`config.mk`:
```
export PLATFORM = sky130hd
export DESIGN_NAME = uart_receiver
export DESIGN_NICKNAME = d
export VERILOG_FILES = /design/src/rtl/uart_receiver_pkg.sv /design/src/rtl/uart_baud_tick.sv /design/src/rtl/uart_receiver.sv
export SDC_FILE = /design/constraint.sdc
export NUM_CORES = 1
export LEC_CHECK = 0
export ABC_AREA = 1
export CORE_MARGIN = 3
export CORE_UTILIZATION = 35
export DETAILED_ROUTE_END_ITERATION = 6
export HOLD_SLACK_MARGIN = 0.15
export MAX_ROUTING_LAYER = met4
export SLEW_MARGIN = 5
export SYNTH_ARGS = -nofsm -noshare
export SYNTH_HDL_FRONTEND = slang
export SYNTH_SLANG_ARGS = --single-unit
```
`constraint.sdc`:
```
create_clock -name clk -period 1.7 [get_ports clk]
set_clock_uncertainty 0.05 [all_clocks]
set_input_delay 0.34 -clock clk [delete_from_list [all_inputs] [get_ports clk]]
set_output_delay 0.34 -clock clk [all_outputs]
set_load 0.05 [all_outputs]
```
`src/rtl/uart_receiver_pkg.sv`:
```
// Shared UART definitions: receiver FSM encodings, default line settings and
// the baud divider calculation.
package uart_receiver_pkg;

    localparam int DEF_BAUD       = 9600;
    localparam int DEF_OVERSAMPLE = 16;
    localparam int DEF_DATA_BITS  = 8;

    typedef enum logic [2:0] {
        ST_IDLE      = 3'd0,
        ST_START     = 3'd1,
        ST_DATA      = 3'd2,
        ST_STOP      = 3'd3,
        ST_WAIT_IDLE = 3'd4
    } rx_state_e;

    // Clamped to 1 so a too-fast baud setting degrades to a tick every clock.
    function automatic int baud_div(input int clk_hz, input int baud, input int os);
        int d;
        d = clk_hz / (baud * os);
        return (d < 1) ? 1 : d;
    endfunction

endpackage

```
`src/rtl/uart_baud_tick.sv`:
```
// Free-running oversample tick generator, shared by the UART transmitter
// (OVERSAMPLE=1) and receiver.
module uart_baud_tick
    import uart_receiver_pkg::*;
#(
    parameter int CLK_FREQ_HZ = 100000000,
    parameter int BAUD        = DEF_BAUD,
    parameter int OVERSAMPLE  = DEF_OVERSAMPLE
) (
    input  logic clk,
    input  logic reset,
    output logic tick
);

    localparam int DIV = baud_div(CLK_FREQ_HZ, BAUD, OVERSAMPLE);
    localparam int CW  = (DIV > 1) ? $clog2(DIV) : 1;
    localparam logic [CW-1:0] LAST = CW'(DIV - 1);

    logic [CW-1:0] cnt_q, cnt_d;

    always_comb cnt_d = (cnt_q == LAST) ? '0 : cnt_q + CW'(1);

    always_ff @(posedge clk or posedge reset) begin
        if (reset) cnt_q <= '0;
        else       cnt_q <= cnt_d;
    end

    assign tick = (cnt_q == LAST);

endmodule

```
`src/rtl/uart_receiver.sv`:
```
// 8N1 UART receiver: synchronizes the RX pin, mid-bit samples on the oversample
// tick and hands each good byte to the consumer through a one-entry holding register.
module uart_receiver
    import uart_receiver_pkg::*;
#(
    parameter int CLK_FREQ_HZ = 100000000,
    parameter int BAUD        = DEF_BAUD,
    parameter int OVERSAMPLE  = DEF_OVERSAMPLE,
    parameter int DATA_BITS   = DEF_DATA_BITS
) (
    input  logic                 clk,
    input  logic                 reset,
    input  logic                 rx,
    input  logic                 read_ack,
    output logic [DATA_BITS-1:0] rx_data,
    output logic                 data_ready,
    output logic                 overrun,
    output logic                 frame_error,
    output logic                 busy
);

    localparam int SW = $clog2(OVERSAMPLE);
    localparam int BW = (DATA_BITS > 1) ? $clog2(DATA_BITS) : 1;
    localparam logic [SW-1:0] S_HALF = SW'(OVERSAMPLE / 2 - 1);
    localparam logic [SW-1:0] S_LAST = SW'(OVERSAMPLE - 1);
    localparam logic [BW-1:0] B_LAST = BW'(DATA_BITS - 1);

    logic                 tick;
    logic [1:0]           sync_q;
    logic                 rx_s;
    rx_state_e            state_q, state_d;
    logic [SW-1:0]        s_cnt_q, s_cnt_d;
    logic [BW-1:0]        b_cnt_q, b_cnt_d;
    logic [DATA_BITS-1:0] shift_q, shift_d;
    logic [DATA_BITS-1:0] data_q, data_d;
    logic                 rdy_q, rdy_d;
    logic                 ovr_q, ovr_d;
    logic                 fe_q, fe_d;
    logic                 byte_done;

    uart_baud_tick #(
        .CLK_FREQ_HZ (CLK_FREQ_HZ),
        .BAUD        (BAUD),
        .OVERSAMPLE  (OVERSAMPLE)
    ) u_tick (
        .clk   (clk),
        .reset (reset),
        .tick  (tick)
    );

    // Synchronizer resets to the idle-high line level so reset never looks like a start bit.
    always_ff @(posedge clk or posedge reset) begin
        if (reset) sync_q <= 2'b11;
        else       sync_q <= {sync_q[0], rx};
    end
    assign rx_s = sync_q[1];

    always_comb begin
        state_d   = state_q;
        s_cnt_d   = s_cnt_q;
        b_cnt_d   = b_cnt_q;
        shift_d   = shift_q;
        data_d    = data_q;
        rdy_d     = rdy_q;
        ovr_d     = ovr_q;
        fe_d      = 1'b0;
        byte_done = 1'b0;

        case (state_q)
            ST_IDLE: begin
                if (tick && !rx_s) begin
                    state_d = ST_START;
                    s_cnt_d = '0;
                end
            end
            ST_START: begin
                if (tick) begin
                    if (s_cnt_q == S_HALF) begin
                        s_cnt_d = '0;
                        b_cnt_d = '0;
                        state_d = rx_s ? ST_IDLE : ST_DATA;
                    end else begin
                        s_cnt_d = s_cnt_q + SW'(1);
                    end
                end
            end
            ST_DATA: begin
                if (tick) begin
                    if (s_cnt_q == S_LAST) begin
                        s_cnt_d = '0;
                        shift_d = {rx_s, shift_q[DATA_BITS-1:1]};
                        if (b_cnt_q == B_LAST) state_d = ST_STOP;
                        else                   b_cnt_d = b_cnt_q + BW'(1);
                    end else begin
                        s_cnt_d = s_cnt_q + SW'(1);
                    end
                end
            end
            ST_STOP: begin
                if (tick) begin
                    if (s_cnt_q == S_LAST) begin
                        s_cnt_d = '0;
                        if (rx_s) begin
                            byte_done = 1'b1;
                            state_d   = ST_IDLE;
                        end else begin
                            fe_d    = 1'b1;
                            state_d = ST_WAIT_IDLE;
                        end
                    end else begin
                        s_cnt_d = s_cnt_q + SW'(1);
                    end
                end
            end
            ST_WAIT_IDLE: begin
                if (tick && rx_s) state_d = ST_IDLE;
            end
            default: state_d = ST_IDLE;
        endcase

        if (read_ack) begin
            rdy_d = 1'b0;
            ovr_d = 1'b0;
        end
        // A byte landing in the same cycle as read_ack wins and is not an overrun.
        if (byte_done) begin
            data_d = shift_q;
            rdy_d  = 1'b1;
            if (rdy_q && !read_ack) ovr_d = 1'b1;
        end
    end

    always_ff @(posedge clk or posedge reset) begin
        if (reset) begin
            state_q <= ST_IDLE;
            s_cnt_q <= '0;
            b_cnt_q <= '0;
            shift_q <= '0;
            data_q  <= '0;
            rdy_q   <= 1'b0;
            ovr_q   <= 1'b0;
            fe_q    <= 1'b0;
        end else begin
            state_q <= state_d;
            s_cnt_q <= s_cnt_d;
            b_cnt_q <= b_cnt_d;
            shift_q <= shift_d;
            data_q  <= data_d;
            rdy_q   <= rdy_d;
            ovr_q   <= ovr_d;
            fe_q    <= fe_d;
        end
    end

    assign rx_data     = data_q;
    assign data_ready  = rdy_q;
    assign overrun     = ovr_q;
    assign frame_error = fe_q;
    assign busy        = (state_q != ST_IDLE);

endmodule
```
==> flow_metrics.tcl, run 1 <==
set metrics [dict create \
    synth_mux_area_share_pct 0 \
    synth-xor-area-share_pct 1.25 \
    ys_warn_count 0 \
    gp_congestion 0.882 \
    ys_ff_latch 41 \
    cts_buffer_depth 2 \
    rsz0062_at_grt "true" \
    cts_tree "done" \
    ctsHoldBuffers 0 \
    viasPerCell 4.49 \
    antenna_cells 0 \
    grt_max_degree 42 \
    dieArea_sq_um 6980 \
    netlist_area_sq_um 2100 \
    drc 0 \
    async_flop_share_pct 100 \
    overflow 0 \
    cts_sinks 41 \
    drt_iter0_drc 58 \
    setup_slack_ns 0.0432 \
    cp.arrival_ns 1.79 \
    drt-wirelength-per-cell_um 10.6 \
    hold_viol_final 0 \
    clkTransAtPathRegs_ns 0.08 \
    synth_edf_count 0 \
    port_buffers 15 \
    synth_top_family_by_area "simple AND/OR/NAND/NOR gates" \
    utilization_pct 45.2 \
    holdWs_ns 0.308 \
    ys.flop_type "dfrtp_1" \
    nNetsFinal 266 \
    status "finished clean" \
    final_area_sq_um 2560 \
    drv_slew 0 \
    dieWidth_um 83.5 \
    row_count 27 \
    grt_pass1_wl_mm 6.37 \
    p_leak_nw 1.23 \
    wl_mm 3.51 \
    cp.required_ns 1.84 \
    ys_seq_area_share_pct 48.9 \
    globalRouteTotalUtil_pct 11.4 \
    start_util_pct 37.1 \
    area_growth_pct 22.0 \
    min_path_type "reg2reg" \
    maxCapViolations 0 \
    via_count 1481 \
    grt_pass1_vias 1382 \
    start_kind "flop" \
    max_freq_ghz 0.604 \
    finalSetupViolCount 0 \
    synthAdderAreaFrac_pct 2.97 \
    fp.dieH_um 83.5 \
    insertion_delay_ns 0.29 \
    synth_fp_nets 239 \
    final.period_utilization_pct 97.5 \
    detail_route.first_pass.iterations 4 \
    ant_nets 0 \
    min_period_ns 1.66 \
    peakVddDrop_v 0.000431 \
    dp_hpwl_mm 2.59 \
    netlist-cell-type-count 28 \
    placed_cell_area_sq_um 2360 \
    synthSimpleGateAreaFrac_pct 25.5 \
    io-pin-count 16 \
    numCtsBuffers 5 \
    worst-setup-path-type "reg2reg" \
    power.density_nw_per_um2 706 \
    drive_above_1_share_pct 37.6 \
    cts-root-buf "clkbuf_8" \
    worstMarginPinSlew_ns 0.277 \
    crit_path_max_fanout 8 \
    antenna_found_initial 0 \
    pre_cts_ws_ns 0.0367 \
    syn_avg_cell_area_sq_um 9.14 \
    core_area_sq_um 5680 \
    synth_compound_area_share_pct 13.4 \
    maxSlewHeadroom_pct 81.5 \
    cts_max_level 2 \
    netlist_instances 230 \
    worstSetupEndpointType "flop" \
]
-- metal layers --
metal / routed length (um) / global-route usage [%] / vias up
met3: 167 / 2.86 / 4
met1: 1750 / 15.5 / 678
li1: - / - / 777
met5: 0 / - / -
met4: 53 / 4.39 / 0
met2: 1540 / 16.4 / 22
-- placed cells by master (no fill, tap or decap), drive strengths merged --
| cell | instances |
|---|---|
| dfstp | 2 |
| nand2 | 63 |
| clkdlybuf4s50 | 3 |
| nor2 | 16 |
| or2 | 2 |
| a21oi | 6 |
| ha | 5 |
| clkinv | 1 |
| inv | 36 |
| nor3 | 5 |
| xnor2 | 1 |
| bufinv | 1 |
| dfrtp | 39 |
| xor2 | 2 |
| nand3 | 14 |
| nand4 | 2 |
| o21ai | 33 |
| buf | 20 |
| clkinvlp | 1 |
| clkbuf | 5 |
| nand3b | 1 |
-- cell usage after synthesis (2+ instances only) --
master | instances | area, sq um
nand2_1 | 53 | 199
dfrtp_1 | 39 | 976
inv_1 | 27 | 101
o21ai_2 | 20 | 175
nand3_1 | 11 | 55.1
inv_2 | 9 | 33.8
nor2_1 | 9 | 33.8
nand2_2 | 8 | 50.1
o21ai_0 | 7 | 35.0
o21ai_1 | 6 | 30.0
ha_1 | 5 | 62.6
nor2_2 | 4 | 25.0
nor3_1 | 4 | 20.0
a21oi_1 | 3 | 15.0
a21oi_2 | 3 | 26.3
buf_6 | 3 | 33.8
nand3_2 | 3 | 30.0
dfstp_2 | 2 | 52.6
nand2_4 | 2 | 22.5
nor2_4 | 2 | 22.5
or2_2 | 2 | 12.5
xor2_1 | 2 | 17.5
-- metrics by stage --
| stage | instances | power [mW] | TNS (ns) |
|---|---|---|---|
| final | 330 | 1.81 | 0 |
| after global routing | 330 | 1.89 | -0.279 |
| after CTS | 328 | 1.84 | 0 |
| after detailed placement | 320 | 1.04 | 0 |
| after global placement | 320 | 1.04 | 0 |
| after floorplan | 230 | 1.02 | 0 |
-- flip-flops by register name, summed over array words and instances, names as in the netlist --
name          cells
b_cnt_q           3
data_ready        1
frame_error       1
overrun           1
rx_data           8
s_cnt_q           4
shift_q           8
state_q           3
sync_q            2
u_tick.cnt_q     10
-- critical path, cell delays in order (launching register included) --
cell     delay (ns)
dfrtp_1        0.39
inv_2          0.07
ha_4           0.14
nand2_4        0.05
nor2_4         0.14
nand3_4        0.11
buf_12         0.16
nand2_4        0.05
nand2_2        0.05
nand2_2        0.09
nand2_4        0.11
nand2_2        0.09
o21ai_2        0.04
-- final timing paths --
kind | from | end | slack [ns] | cells past startpoint
min reg2reg | sync_q[0] | sync_q[1] | 0.31 | 0
max | u_tick.cnt_q[0] | s_cnt_q[1] | 0.04 | 12
max reg2reg | u_tick.cnt_q[0] | s_cnt_q[1] | 0.04 | 12
max in group asynchronous | reset | sync_q[1] | 0.99 | 3
min | sync_q[0] | sync_q[1] | 0.31 | 0
min in group asynchronous | reset | u_tick.cnt_q[4] | 0.35 | 3
-- final cells by class --
type                       instances  area [sq um]
clock inverter                     3          46.3
inverter                          36           135
fill                             541          3110
sequential                        41          1030
clock buffer                       5          68.8
tap                               72          90.1
timing repair buffer              23           230
multi-input combinational        150           963
-- what timing repair did --
item | CTS | global route
pin swaps | 0 | 4
buffers inserted | 0 | 2
gates resized for setup | 1 | 16
setup endpoints to repair | 1 | 27
-- where the power goes --
part / internal, mW / switching [mW] / total, mW
clock: 0.440 / 0.358 / 0.798
sequential: 0.979 / 0.00205 / 0.981
combinational: 0.0113 / 0.0223 / 0.0336
-- cells by family (layout without fill, tap and decap cells) --
kind of cell | Yosys count | in the layout
buffers and inverters | 39 | 67
XOR/XNOR | 3 | 3
AND/OR/NAND/NOR | 103 | 103
flip-flops | 41 | 41
adder cells (fa/ha/maj) | 5 | 5
AO/OA/AOI/OAI | 39 | 39
Power figures use the tool's default switching activity.
==> inputs of run 2 (changes only) <==
==> constraint.sdc (replaced) <==
create_clock -name clk -period 2 [get_ports clk]
set_clock_uncertainty 0.05 [all_clocks]
set_input_delay 0.4 -clock clk [delete_from_list [all_inputs] [get_ports clk]]
set_output_delay 0.4 -clock clk [all_outputs]
set_load 0.05 [all_outputs]
==> flow_metrics.tcl, run 2 (synthesized netlist as in run 1, its figures left out) <==
set metrics [dict create \
    drive_above_1_share_pct 27.4 \
    antenna_cells 0 \
    crit_slowest_cell "clkdlybuf4s50_1" \
    min_period_ns 1.93 \
    port_buffers 15 \
    layout_common_cells "nand2_1, dfrtp_1, inv_1" \
    worst_r2r_endpoint "state_q[1]" \
    finalSetupViolCount 0 \
    maxSlewHeadroom_pct 66.4 \
    cts_sinks 41 \
    rsz0062_at_grt "false" \
    r2r.worst_path.cells 10 \
    row_count 27 \
    cp.arrival_ns 1.48 \
    overflow 0 \
    crit_path_max_fanout 2 \
    p_leak_nw 1.15 \
    start_util_pct 37.1 \
    drt-wirelength-per-cell_um 11.0 \
    min_to "sync_q[1]" \
    maxCapViolations 0 \
    nNetsFinal 260 \
    numCtsBuffers 5 \
    start_kind "flop" \
    area_growth_pct 15.9 \
    clkTransAtPathRegs_ns 0.08 \
    core_area_sq_um 5680 \
    r2r_slack_ns 0.29 \
    drt_iter0_drc 61 \
    worst_hold_path.num_cells 0 \
    final.period_utilization_pct 96.4 \
    max_freq_ghz 0.518 \
    detail_route.first_pass.iterations 4 \
    drv_slew 0 \
    worstSetupEndpointType "primary output" \
    min_path_type "reg2reg" \
    fp.dieH_um 83.5 \
    gp_congestion 0.805 \
    regMostFlops "u_tick.cnt_q" \
    antenna_found_initial 0 \
    largest_reg_flops 10 \
    power.density_nw_per_um2 583 \
    grt_pass1_vias 1463 \
    peakVddDrop_v 0.000352 \
    viasPerCell 4.51 \
    ctsHoldBuffers 0 \
    drc 0 \
    grt_pass1_wl_mm 6.53 \
    dp_hpwl_mm 2.54 \
    cts-root-buf "clkbuf_8" \
    io-pin-count 16 \
    ant_nets 0 \
    wl_mm 3.57 \
    via_count 1461 \
    worstMarginPinSlew_ns 0.502 \
    cts_tree "done" \
    crit_buf_inv 1 \
    hold_viol_final 0 \
    cp.required_ns 1.55 \
    setup_slack_ns 0.0710 \
    cts-resized-gates 0 \
    globalRouteTotalUtil_pct 11.9 \
    hp-start "sync_q[0]" \
    status "finished clean" \
    post_cts_buffers 0 \
    dieArea_sq_um 6980 \
    critPathMaxStageDelay_ns 0.81 \
    worstPathCellList "clkdlybuf4s50_1" \
    grt_max_degree 42 \
    critPathTopFamily "buffers and inverters" \
    cts_buffer_depth 2 \
    tns_ns 0 \
    r2r-start "u_tick.cnt_q[0]" \
    cts_max_level 2 \
    insertion_delay_ns 0.30 \
    final_common_cell "nand2_1" \
    worst-setup-path-type "reg2out" \
    dieWidth_um 83.5 \
    pre_cts_ws_ns 0.285 \
]
[run 2: changes by cell type in the layout (fill, tap and decap cells not counted), moves of 4 or more]
cell,before,now
buf_4,16,1
nand2_2,12,8
clkdlybuf4s50_1,3,14
nand2_1,47,53
[run 2: layout make-up]
type / instances / area [sq um]
well taps: 72 / 90.1
repair buffers: 17 / 188
clock inverters: 3 / 22.5
multi-input cells: 150 / 906
inverters: 36 / 135
clock buffers: 5 / 68.8
flip-flops and latches: 41 / 1030
fillers: 565 / 3240
[run 2: power breakdown]
part / switching (mW) / internal [mW]
clock: 0.312 / 0.248
combinational: 0.0195 / 0.00967
sequential: 0.00181 / 0.832
total: 0.333 / 1.09
[run 2: layer usage]
| metal | GRT usage (%) | vias to the layer above | share of wire [%] |
|---|---|---|---|
| li1 | - | 771 | - |
| met1 | 14.9 | 662 | 51 |
| met2 | 17.9 | 21 | 43 |
| met3 | 2.76 | 7 | 3.2 |
| met4 | 6.14 | 0 | 2.4 |
| met5 | - | - | 0 |
[run 2: through the flow]
stage	std cells	hold slack [ns]	utilization (%)	total power, mW	cell area, sq um
6_report	324	0.311	43.0	1.42	2440
5_1_grt	324	0.320	43.0	1.49	2440
4_1_cts	324	0.312	43.0	1.45	2440
3_5_place_dp	316	0.299	41.4	0.881	2350
3_3_place_gp	316	0.297	41.4	0.881	2350
2_1_floorplan	230	0.295	-	0.864	2100
[run 2: worst max path at each step]
stage / start / end / cells after the start
after CTS: rx_data[4] / rx_data[4] / 1
after floorplan: state_q[2] / s_cnt_q[2] / 7
after global placement: u_tick.cnt_q[0] / state_q[0] / 10
after detailed placement: u_tick.cnt_q[0] / state_q[0] / 10
final: rx_data[5] / rx_data[5] / 1
after global routing: rx_data[4] / rx_data[4] / 1
==> inputs of run 3 (changes only) <==
--- a/config.mk
+++ b/config.mk
@@ -6,7 +6,6 @@
 export NUM_CORES = 1
 export LEC_CHECK = 0
 export ABC_AREA = 1
-export CORE_MARGIN = 3
 export CORE_UTILIZATION = 35
 export DETAILED_ROUTE_END_ITERATION = 6
 export HOLD_SLACK_MARGIN = 0.15
==> flow_metrics.tcl, run 3 (synthesized netlist as in run 1, its figures left out) <==
set metrics [dict create \
    insertion_delay_ns 0.29 \
    dieWidth_um 79.5 \
    layout_common_cells "nand2_1, dfrtp_1, inv_1" \
    globalRouteTotalUtil_pct 13.7 \
    area_growth_pct 17.1 \
    ctsHoldBuffers 0 \
    cts_tree "done" \
    pwr-share-comb_pct 1.9 \
    via_count 1493 \
    tns_ns 0 \
    overflow 0 \
    critPathTopFamily "buffers and inverters" \
    cp.arrival_ns 1.47 \
    crit_path_max_fanout 2 \
    cp.required_ns 1.55 \
    grt_pass1_wl_mm 6.56 \
    r2r-start "u_tick.cnt_q[0]" \
    grt_pass1_vias 1420 \
    clkPwrFrac_pct 44.1 \
    ant_nets 0 \
    min_period_ns 1.92 \
    pre_cts_ws_ns 0.294 \
    crit_end "rx_data[4]" \
    io-pin-count 16 \
    dp_hpwl_mm 2.60 \
    cp-startpoint "rx_data[4]" \
    gp_congestion 0.819 \
    cts_max_level 2 \
    p_leak_nw 1.16 \
    max_freq_ghz 0.521 \
    fp.dieH_um 79.5 \
    worstPathCellList "clkdlybuf4s50_1" \
    largest_reg_flops 10 \
    drive_above_1_share_pct 27.4 \
    finalSetupViolCount 0 \
    final_common_cell "nand2_1" \
    nNetsFinal 260 \
    worst_r2r_endpoint "state_q[1]" \
    crit_buf_inv 1 \
    antenna_found_initial 0 \
    core_area_sq_um 5640 \
    regMostFlops "u_tick.cnt_q" \
    start_util_pct 37.3 \
    detail_route.first_pass.iterations 4 \
    netSwitchingPower_mw 0.326 \
    numCtsBuffers 5 \
    peakVddDrop_v 0.000414 \
    setup_slack_ns 0.0824 \
    worstMarginPinSlew_ns 0.495 \
    cts_buffer_depth 2 \
    power.density_nw_per_um2 626 \
    fillers 561 \
    cts-root-buf "clkbuf_8" \
    power.internal_mw 1.22 \
    drt_iter0_drc 86 \
    row_count 27 \
    viasPerCell 4.61 \
    port_buffers 15 \
    worstSetupPathDepth 1 \
    cts_sinks 41 \
    antenna_cells 0 \
    rsz0062_at_grt "false" \
    dieArea_sq_um 6320 \
    p_seq_share_pct 54.1 \
    post_cts_buffers 0 \
    critPathMaxStageDelay_ns 0.81 \
    final.period_utilization_pct 95.9 \
    crit_slowest_cell "clkdlybuf4s50_1" \
    worstSetupEndpointType "primary output" \
    utilization_pct 43.6 \
    drc 0 \
    cts-resized-gates 0 \
    wl_mm 3.58 \
    clkTransAtPathRegs_ns 0.08 \
    status "finished clean" \
    drt-wirelength-per-cell_um 11.1 \
    worst-setup-path-type "reg2out" \
    min_path_type "reg2reg" \
    r2r.worst_path.cells 10 \
    swShare_pct 21.2 \
    hold_viol_final 0 \
    maxSlewHeadroom_pct 66.9 \
    maxCapViolations 0 \
    grt_max_degree 42 \
    holdWs_ns 0.308 \
    drv_slew 0 \
    r2r_slack_ns 0.29 \
    start_kind "flop" \
]
-- run 3: cell types whose count changed in the layout (fill, tap and decap cells not counted), sizes merged --
cell / previous run / this run
bufinv: 0 / 1
clkinvlp: 0 / 1
clkinv: 3 / 1
-- run 3: cell type report --
type	instances	area (sq um)	area share, %
tap	72	90.1	3.66
clock buffer	5	68.8	2.79
inverter	36	135	5.49
multi-input combinational	150	906	36.8
sequential	41	1030	41.8
clock inverter	3	46.3	1.88
timing repair buffer	17	188	7.62
-- run 3: worst min-delay path by stage --
stage,cells after the start,from,slack (ns),to
after floorplan,0,sync_q[0],0.30,sync_q[1]
final,0,sync_q[0],0.31,sync_q[1]
after global routing,0,sync_q[0],0.32,sync_q[1]
after global placement,0,sync_q[0],0.30,sync_q[1]
after CTS,0,sync_q[0],0.31,sync_q[1]
after detailed placement,0,sync_q[0],0.30,sync_q[1]
-- run 3: per-stage QoR --
| step | instance area [sq um] | power (mW) | instances |
|---|---|---|---|
| 6_report | 2460 | 1.54 | 324 |
| 3_5_place_dp | 2350 | 0.881 | 316 |
| 2_1_floorplan | 2100 | 0.864 | 230 |
| 4_1_cts | 2460 | 1.57 | 324 |
| 5_1_grt | 2460 | 1.61 | 324 |
| 3_3_place_gp | 2350 | 0.881 | 316 |
-- run 3: power by group through the flow --
stage               combinational (mW)  clock [mW]  sequential (mW)
floorplan                       0.0142           0            0.850
global placement                0.0307           0            0.850
detailed placement              0.0309           0            0.850
CTS                             0.0308       0.702            0.834
global route                    0.0339       0.738            0.834
finish                          0.0288       0.679            0.834
-- run 3: routing by layer --
layer	part of all wire (%)	GRT usage, %
met1	49	17.7
met4	1.6	4.91
met3	3.3	3.43
met2	46	20.7
met5	0	-
